`src/rtl/tdm_if.sv`:
```
// tdm_if: serial TDM input and parallel frame output between link and demultiplexer.
interface tdm_if #(
    parameter int CH = 4,
    parameter int SW = 2
) ();
    logic          din;
    logic          din_valid;
    logic          frame_start;
    logic          err_clr;
    logic [CH-1:0] dout;
    logic          dout_valid;
    logic [SW-1:0] slot;
    logic          busy;
    logic          sync_err;
    modport master (
        output din, din_valid, frame_start, err_clr,
        input  dout, dout_valid, slot, busy, sync_err
    );
    modport slave (
        input  din, din_valid, frame_start, err_clr,
        output dout, dout_valid, slot, busy, sync_err
    );
endinterface

```
`src/rtl/tdm_demultiplexer.sv`:
```
// tdm_demultiplexer: routes serial slot bits into a parallel CH-bit frame with alignment checking.
module tdm_demultiplexer #(
    parameter int CH = 4,
    parameter int SW = 2
) (
    input logic   clk,
    input logic   rst,
    tdm_if.slave  bus
);
    localparam logic [0:0] IDLE = 1'b0;
    localparam logic [0:0] RECV = 1'b1;
    logic [0:0]    state_q, state_d;
    logic [SW-1:0] slot_q, slot_d;
    logic [CH-1:0] shadow_q, shadow_d;
    logic [CH-1:0] dout_q, dout_d;
    logic          dv_q, dv_d;
    logic          err_q, err_d;
    always_comb begin
        state_d  = state_q;
        slot_d   = slot_q;
        shadow_d = shadow_q;
        dout_d   = dout_q;
        dv_d     = 1'b0;
        err_d    = err_q;
        if (bus.din_valid) begin
            err_d = err_q & ~bus.err_clr;
            if (bus.frame_start) begin
                // An early start aborts the partial frame and restarts at slot 0.
                err_d       = err_d | (state_q == RECV);
                shadow_d    = '0;
                shadow_d[0] = bus.din;
                slot_d      = SW'(1);
                state_d     = RECV;
            end else if (state_q == RECV) begin
                shadow_d[slot_q] = bus.din;
                slot_d           = slot_q + SW'(1);
                if (slot_q == SW'(CH-1)) begin
                    dout_d  = shadow_d;
                    dv_d    = 1'b1;
                    state_d = IDLE;
                end
            end
        end
    end
    always_ff @(posedge clk) begin
        if (rst) begin
            state_q  <= IDLE;
            slot_q   <= '0;
            shadow_q <= '0;
            dout_q   <= '0;
            dv_q     <= 1'b0;
            err_q    <= 1'b0;
        end else begin
            state_q  <= state_d;
            slot_q   <= slot_d;
            shadow_q <= shadow_d;
            dout_q   <= dout_d;
            dv_q     <= dv_d;
            err_q    <= err_d;
        end
    end
    assign bus.dout       = dout_q;
    assign bus.dout_valid = dv_q;
    assign bus.slot       = slot_q;
    assign bus.busy       = (state_q == RECV);
    assign bus.sync_err   = err_q;
endmodule

```
`src/flat_wrapper.sv`:
```
// flat-port wrapper written by rule: the top's interface ports become plain ports
module tdm_demultiplexer_flat 
#(
    parameter int CH = 4,
    parameter int SW = 2
)
  (clk, rst, bus_din, bus_din_valid, bus_frame_start, bus_err_clr, bus_dout, bus_dout_valid, bus_slot, bus_busy, bus_sync_err);
  tdm_if #(.CH(CH), .SW(SW)) bus_i ();
  input logic clk;
  input logic rst;
  input wire logic [$bits(bus_i.din)-1:0] bus_din;
  input wire logic [$bits(bus_i.din_valid)-1:0] bus_din_valid;
  input wire logic [$bits(bus_i.frame_start)-1:0] bus_frame_start;
  input wire logic [$bits(bus_i.err_clr)-1:0] bus_err_clr;
  output wire logic [$bits(bus_i.dout)-1:0] bus_dout;
  output wire logic [$bits(bus_i.dout_valid)-1:0] bus_dout_valid;
  output wire logic [$bits(bus_i.slot)-1:0] bus_slot;
  output wire logic [$bits(bus_i.busy)-1:0] bus_busy;
  output wire logic [$bits(bus_i.sync_err)-1:0] bus_sync_err;
  assign bus_i.din = bus_din;
  assign bus_i.din_valid = bus_din_valid;
  assign bus_i.frame_start = bus_frame_start;
  assign bus_i.err_clr = bus_err_clr;
  assign bus_dout = bus_i.dout;
  assign bus_dout_valid = bus_i.dout_valid;
  assign bus_slot = bus_i.slot;
  assign bus_busy = bus_i.busy;
  assign bus_sync_err = bus_i.sync_err;
  tdm_demultiplexer #(.CH(CH), .SW(SW)) u_core (.clk(clk), .rst(rst), .bus(bus_i));
endmodule
```
`config.mk`:
```
export PLATFORM = sky130hd
export DESIGN_NAME = tdm_demultiplexer_flat
export DESIGN_NICKNAME = d
export VERILOG_FILES = /design/src/rtl/tdm_if.sv /design/src/rtl/tdm_demultiplexer.sv /design/src/flat_wrapper.sv
export SDC_FILE = /design/constraint.sdc
export NUM_CORES = 1
export LEC_CHECK = 0
export ABC_AREA = 1
export BUFFER_PORTS_ARGS = -buffer_cell sky130_fd_sc_hd__clkbuf_2
export CAP_MARGIN = 20
export CORE_AREA = 2 2 39 41
export CTS_BUF_LIST = sky130_fd_sc_hd__clkbuf_2 sky130_fd_sc_hd__clkbuf_4 sky130_fd_sc_hd__clkbuf_8
export CTS_CLUSTER_SIZE = 30
export DETAILED_ROUTE_END_ITERATION = 8
export DIE_AREA = 0 0 41 43
export PLACE_DENSITY = 0.69
export SYNTH_ARGS = -nofsm -noshare
export SYNTH_HDL_FRONTEND = slang
export SYNTH_SLANG_ARGS = --single-unit
```
`constraint.sdc`:
```
create_clock -name clk -period 1.2 [get_ports clk]
set_input_delay 0.12 -clock clk [delete_from_list [all_inputs] [get_ports clk]]
set_output_delay 0.12 -clock clk [all_outputs]
set_load 0.05 [all_outputs]
```
==> impl_metrics.py <==
metrics = {
    "hold_path": {
        "hp-start": "bus_err_clr",
        "min_path_type": "input port to flip-flop",
    },
    "clocking": {
        "cts.sink_count": 12,
        "postCtsSetupBuffers": 0,
        "cts_root_buf": "sky130_fd_sc_hd__clkbuf_4",
        "cts-buffers-inserted": 3,
        "count_of_hold_buffers_inserted_by_post_cts_repair": 0,
        "cts_buffer_depth": 2,
        "cts_repair_resize_count": 0,
        "worstSkewPairLatency_ps": 280,
        "clk_transition_reported_paths_ps": 80,
        "htreeDepth": 1,
        "tritoncts": "done",
    },
    "critical_path": {
        "critical_path.endpoint_type": "flip-flop",
        "cp_common_cell": "sky130_fd_sc_hd__nand2_1",
        "worst_path_largest_cell_delay_ps": 370,
        "crit_family": "simple AND/OR/NAND/NOR gates",
        "critical_path.startpoint_type": "flip-flop",
        "crit_arrival_ps": 1260,
        "max_stage_delay_cell_worst_path": "sky130_fd_sc_hd__dfxtp_4",
        "sequence_of_cells_on_the_critical_path": "ha_1, nand2_1, nor2_8, nand2_1, nand2_1, nor2_1",
        "path_class": "flip-flop to flip-flop",
        "timing.critical_path.buf_inv": 0,
        "cp-startpoint": "u_core.bus.slot[0]",
        "startpoint_of_the_most_critical_register_to_register_path": "u_core.bus.slot[0]",
        "timing.critical_path.required_ps": 1380,
        "critical_path.max_fanout": 9,
    },
    "sta": {
        "final_hold_violation_count": 0,
        "worst_pin_slew_ps": 288.3,
        "max_slew_margin_pct": 80.86,
        "setup_total_neg_slack_ps": 0,
        "clk_skew_ps": 0.9313,
        "final.period_utilization_pct": 90.47,
        "clock.fmax_mhz": 921.1,
        "clock_period_minus_final_worst_setup_slack_ps": 1086,
        "slew_violations": 0,
        "final_setup_violation_count": 0,
        "unrepaired_setup_endpoints_after_global_routing": "no",
    },
    "drt": {
        "wire_length_reported_by_the_detailed_router_um": 1127,
        "detail_route.vias_per_cell": 4.690,
        "dr.pass1.iters": 4,
        "postRouteAntennaNets": 0,
        "drc": 0,
        "post_drt_wl_per_cell_um": 9.716,
        "drt_iter0_drc": 2,
        "vias": 544,
    },
    "power": {
        "p_clk_share_pct": 38.3,
        "power-per-cell-area_nw_per_um2": 1170,
        "worst_ir_drop_vdd_uv": 673.8,
        "pwr-share-comb_pct": 13.0,
        "p_switching_mw": 0.2284,
        "totalPowerFinal_mw": 0.8518,
        "internal_power_mw": 0.6234,
        "power.switching_fraction_pct": 26.82,
        "p_seq_share_pct": 48.8,
        "total_leakage_power_nw": 0.3771,
    },
    "synthesis": {
        "synth.yosys.warnings": 0,
        "syn-cell-area_um2": 600.6,
        "post-synth-top-count-cell": "sky130_fd_sc_hd__nand2_1",
        "syn-mean-instance-area_um2": 7.236,
        "post_synth_top_area_cell": "sky130_fd_sc_hd__dfxtp_1",
        "synth_commonest_cells": "sky130_fd_sc_hd__nand2_1, sky130_fd_sc_hd__dfxtp_1, sky130_fd_sc_hd__inv_1",
        "synth_top_family_by_area": "simple AND/OR/NAND/NOR gates",
        "post_synth_num_cell_types": 12,
        "post_synth_mux_area_share_pct": 0,
        "synth.top_cell.area_share_pct": 40.00,
        "synth-compound-area-share_pct": 8.333,
        "synthCells": 83,
        "synth-async-reset-ratio_pct": 0,
        "synth.yosys.seq_area_share_pct": 40.00,
        "post_synth_main_area_contributors": "sky130_fd_sc_hd__dfxtp_1, sky130_fd_sc_hd__nand2_1, sky130_fd_sc_hd__ha_1",
        "synth_ff_type": "sky130_fd_sc_hd__dfxtp_1",
        "synth-xor-area-share_pct": 0,
        "post_synth_fa_ha_maj_area_fraction_pct": 8.333,
        "yosys.area_share.simple_pct": 35.21,
        "post_synthesis_register_bit_count": 12,
        "synth_enable_flop_cells": 0,
        "postSynthNetCount": 93,
    },
    "floorplanning": {
        "dieArea_um2": 1763,
        "initial_core_util_pct": 43.40,
        "chipHeight_um": 43,
        "core_um2": 1384,
        "io-pin-count": 15,
        "die_w_um": 41,
        "num_rows": 14,
    },
    "grt": {
        "grt_overflow_total": 0,
        "grt_antenna_before_repair": 0,
        "global_route_wire_length_before_repair_um": 1869,
        "grt_use_total_pct": 16.01,
        "pin_count_of_the_biggest_net_entering_global_routing": 10,
        "number_of_global_route_vias_before_repair": 481,
    },
    "finish": {
        "register_area_um2": 249.0,
        "antenna_cells_inserted": 0,
        "final_layout_size_suffix_gt1_share_pct": 24.00,
        "area_growth_pct": 21.25,
        "multiInputGateArea_um2": 311.5,
        "nets": 111,
        "fill_cells": 141,
    },
    "placed_design": {
        "io_buffer_count": 14,
        "dp_hpwl_um": 874.2,
        "place_congestion": 0.7819,
    },
    "status": {
        "outcome": "finished, final reports clean",
    },
    "flow_run": {
        "max_cap_viol_count": 0,
    },
}
per-stage QoR:
stage                     cell area, µm²  setup slack [ps]  hold WS (ps)  util (%)  std cells
after floorplan                    609.3             70.95         269.8         -         83
after global placement             691.9             145.4         389.6     50.00        112
after detailed placement           691.9             118.4         397.8     50.00        112
after CTS                          728.2             102.8         98.27     52.62        116
after global routing               728.2             32.49         107.3     52.62        116
final                              728.2             114.4         97.50     52.62        116
power by group through the flow:
| stage | clock, mW | combinational [mW] | sequential, mW |
|---|---|---|---|
| CTS | 0.337 | 0.111 | 0.416 |
| global placement | 0 | 0.109 | 0.425 |
| floorplan | 0 | 0.0573 | 0.447 |
| global route | 0.356 | 0.124 | 0.418 |
| finish | 0.326 | 0.110 | 0.416 |
| detailed placement | 0 | 0.110 | 0.425 |
logic make-up after synthesis:
group | count (synthesis)
compound gates | 10
fa+ha+maj | 4
buf+inv | 12
flops | 12
simple gates | 45
tightest hold or removal path, stage by stage:
cell and delay [ps]:
sky130_fd_sc_hd__clkbuf_2 70, sky130_fd_sc_hd__nand2_1 40, sky130_fd_sc_hd__nand2_1 40, sky130_fd_sc_hd__a21oi_1 50
cells in the final DEF, fill, tap and decap left out, types with 2 or more instances in the layout:
cell type / netlist / routed
sky130_fd_sc_hd__inv_1: 11 / 11
sky130_fd_sc_hd__nor2_1: 5 / 5
sky130_fd_sc_hd__o21ai_0: 2 / 2
sky130_fd_sc_hd__nand2_1: 28 / 28
sky130_fd_sc_hd__clkbuf_4: 0 / 3
sky130_fd_sc_hd__a21oi_1: 8 / 8
sky130_fd_sc_hd__nand3_1: 9 / 9
sky130_fd_sc_hd__ha_1: 4 / 4
sky130_fd_sc_hd__dfxtp_1: 12 / 9
sky130_fd_sc_hd__clkbuf_2: 0 / 14
sky130_fd_sc_hd__dfxtp_4: 0 / 2
sequential cells by signal, summed over array words and instances, names as in the netlist:
name,flops
u_core.bus.sync_err,1
u_core.shadow_q,3
u_core.bus.slot,2
u_core.bus.busy,1
u_core.bus.dout_valid,1
u_core.bus.dout,4
routing by layer:
metal  track usage, %  share of wire, %  wire [µm]
met4            12.00               2.8         32
met5                0                 0          0
met2            23.75                46        513
met1            18.18                48        541
met3            4.712               3.5         39
cell type report:
type / count / area share (%)
Timing Repair Buffer: 14 / 9.622
Clock buffer: 4 / 4.983
Sequential cell: 12 / 34.19
Inverter: 11 / 5.670
Multi-Input combinational cell: 59 / 42.78
Tap cell: 16 / 2.749
worst paths after layout:
check,to,slack (ps),cells past startpoint
max,u_core.bus.dout[0],110,6
min,u_core.bus.sync_err,100,4
max reg2reg,u_core.bus.dout[0],110,6
min reg2reg,u_core.bus.sync_err,460,2
(Power assumes the default switching activity.)
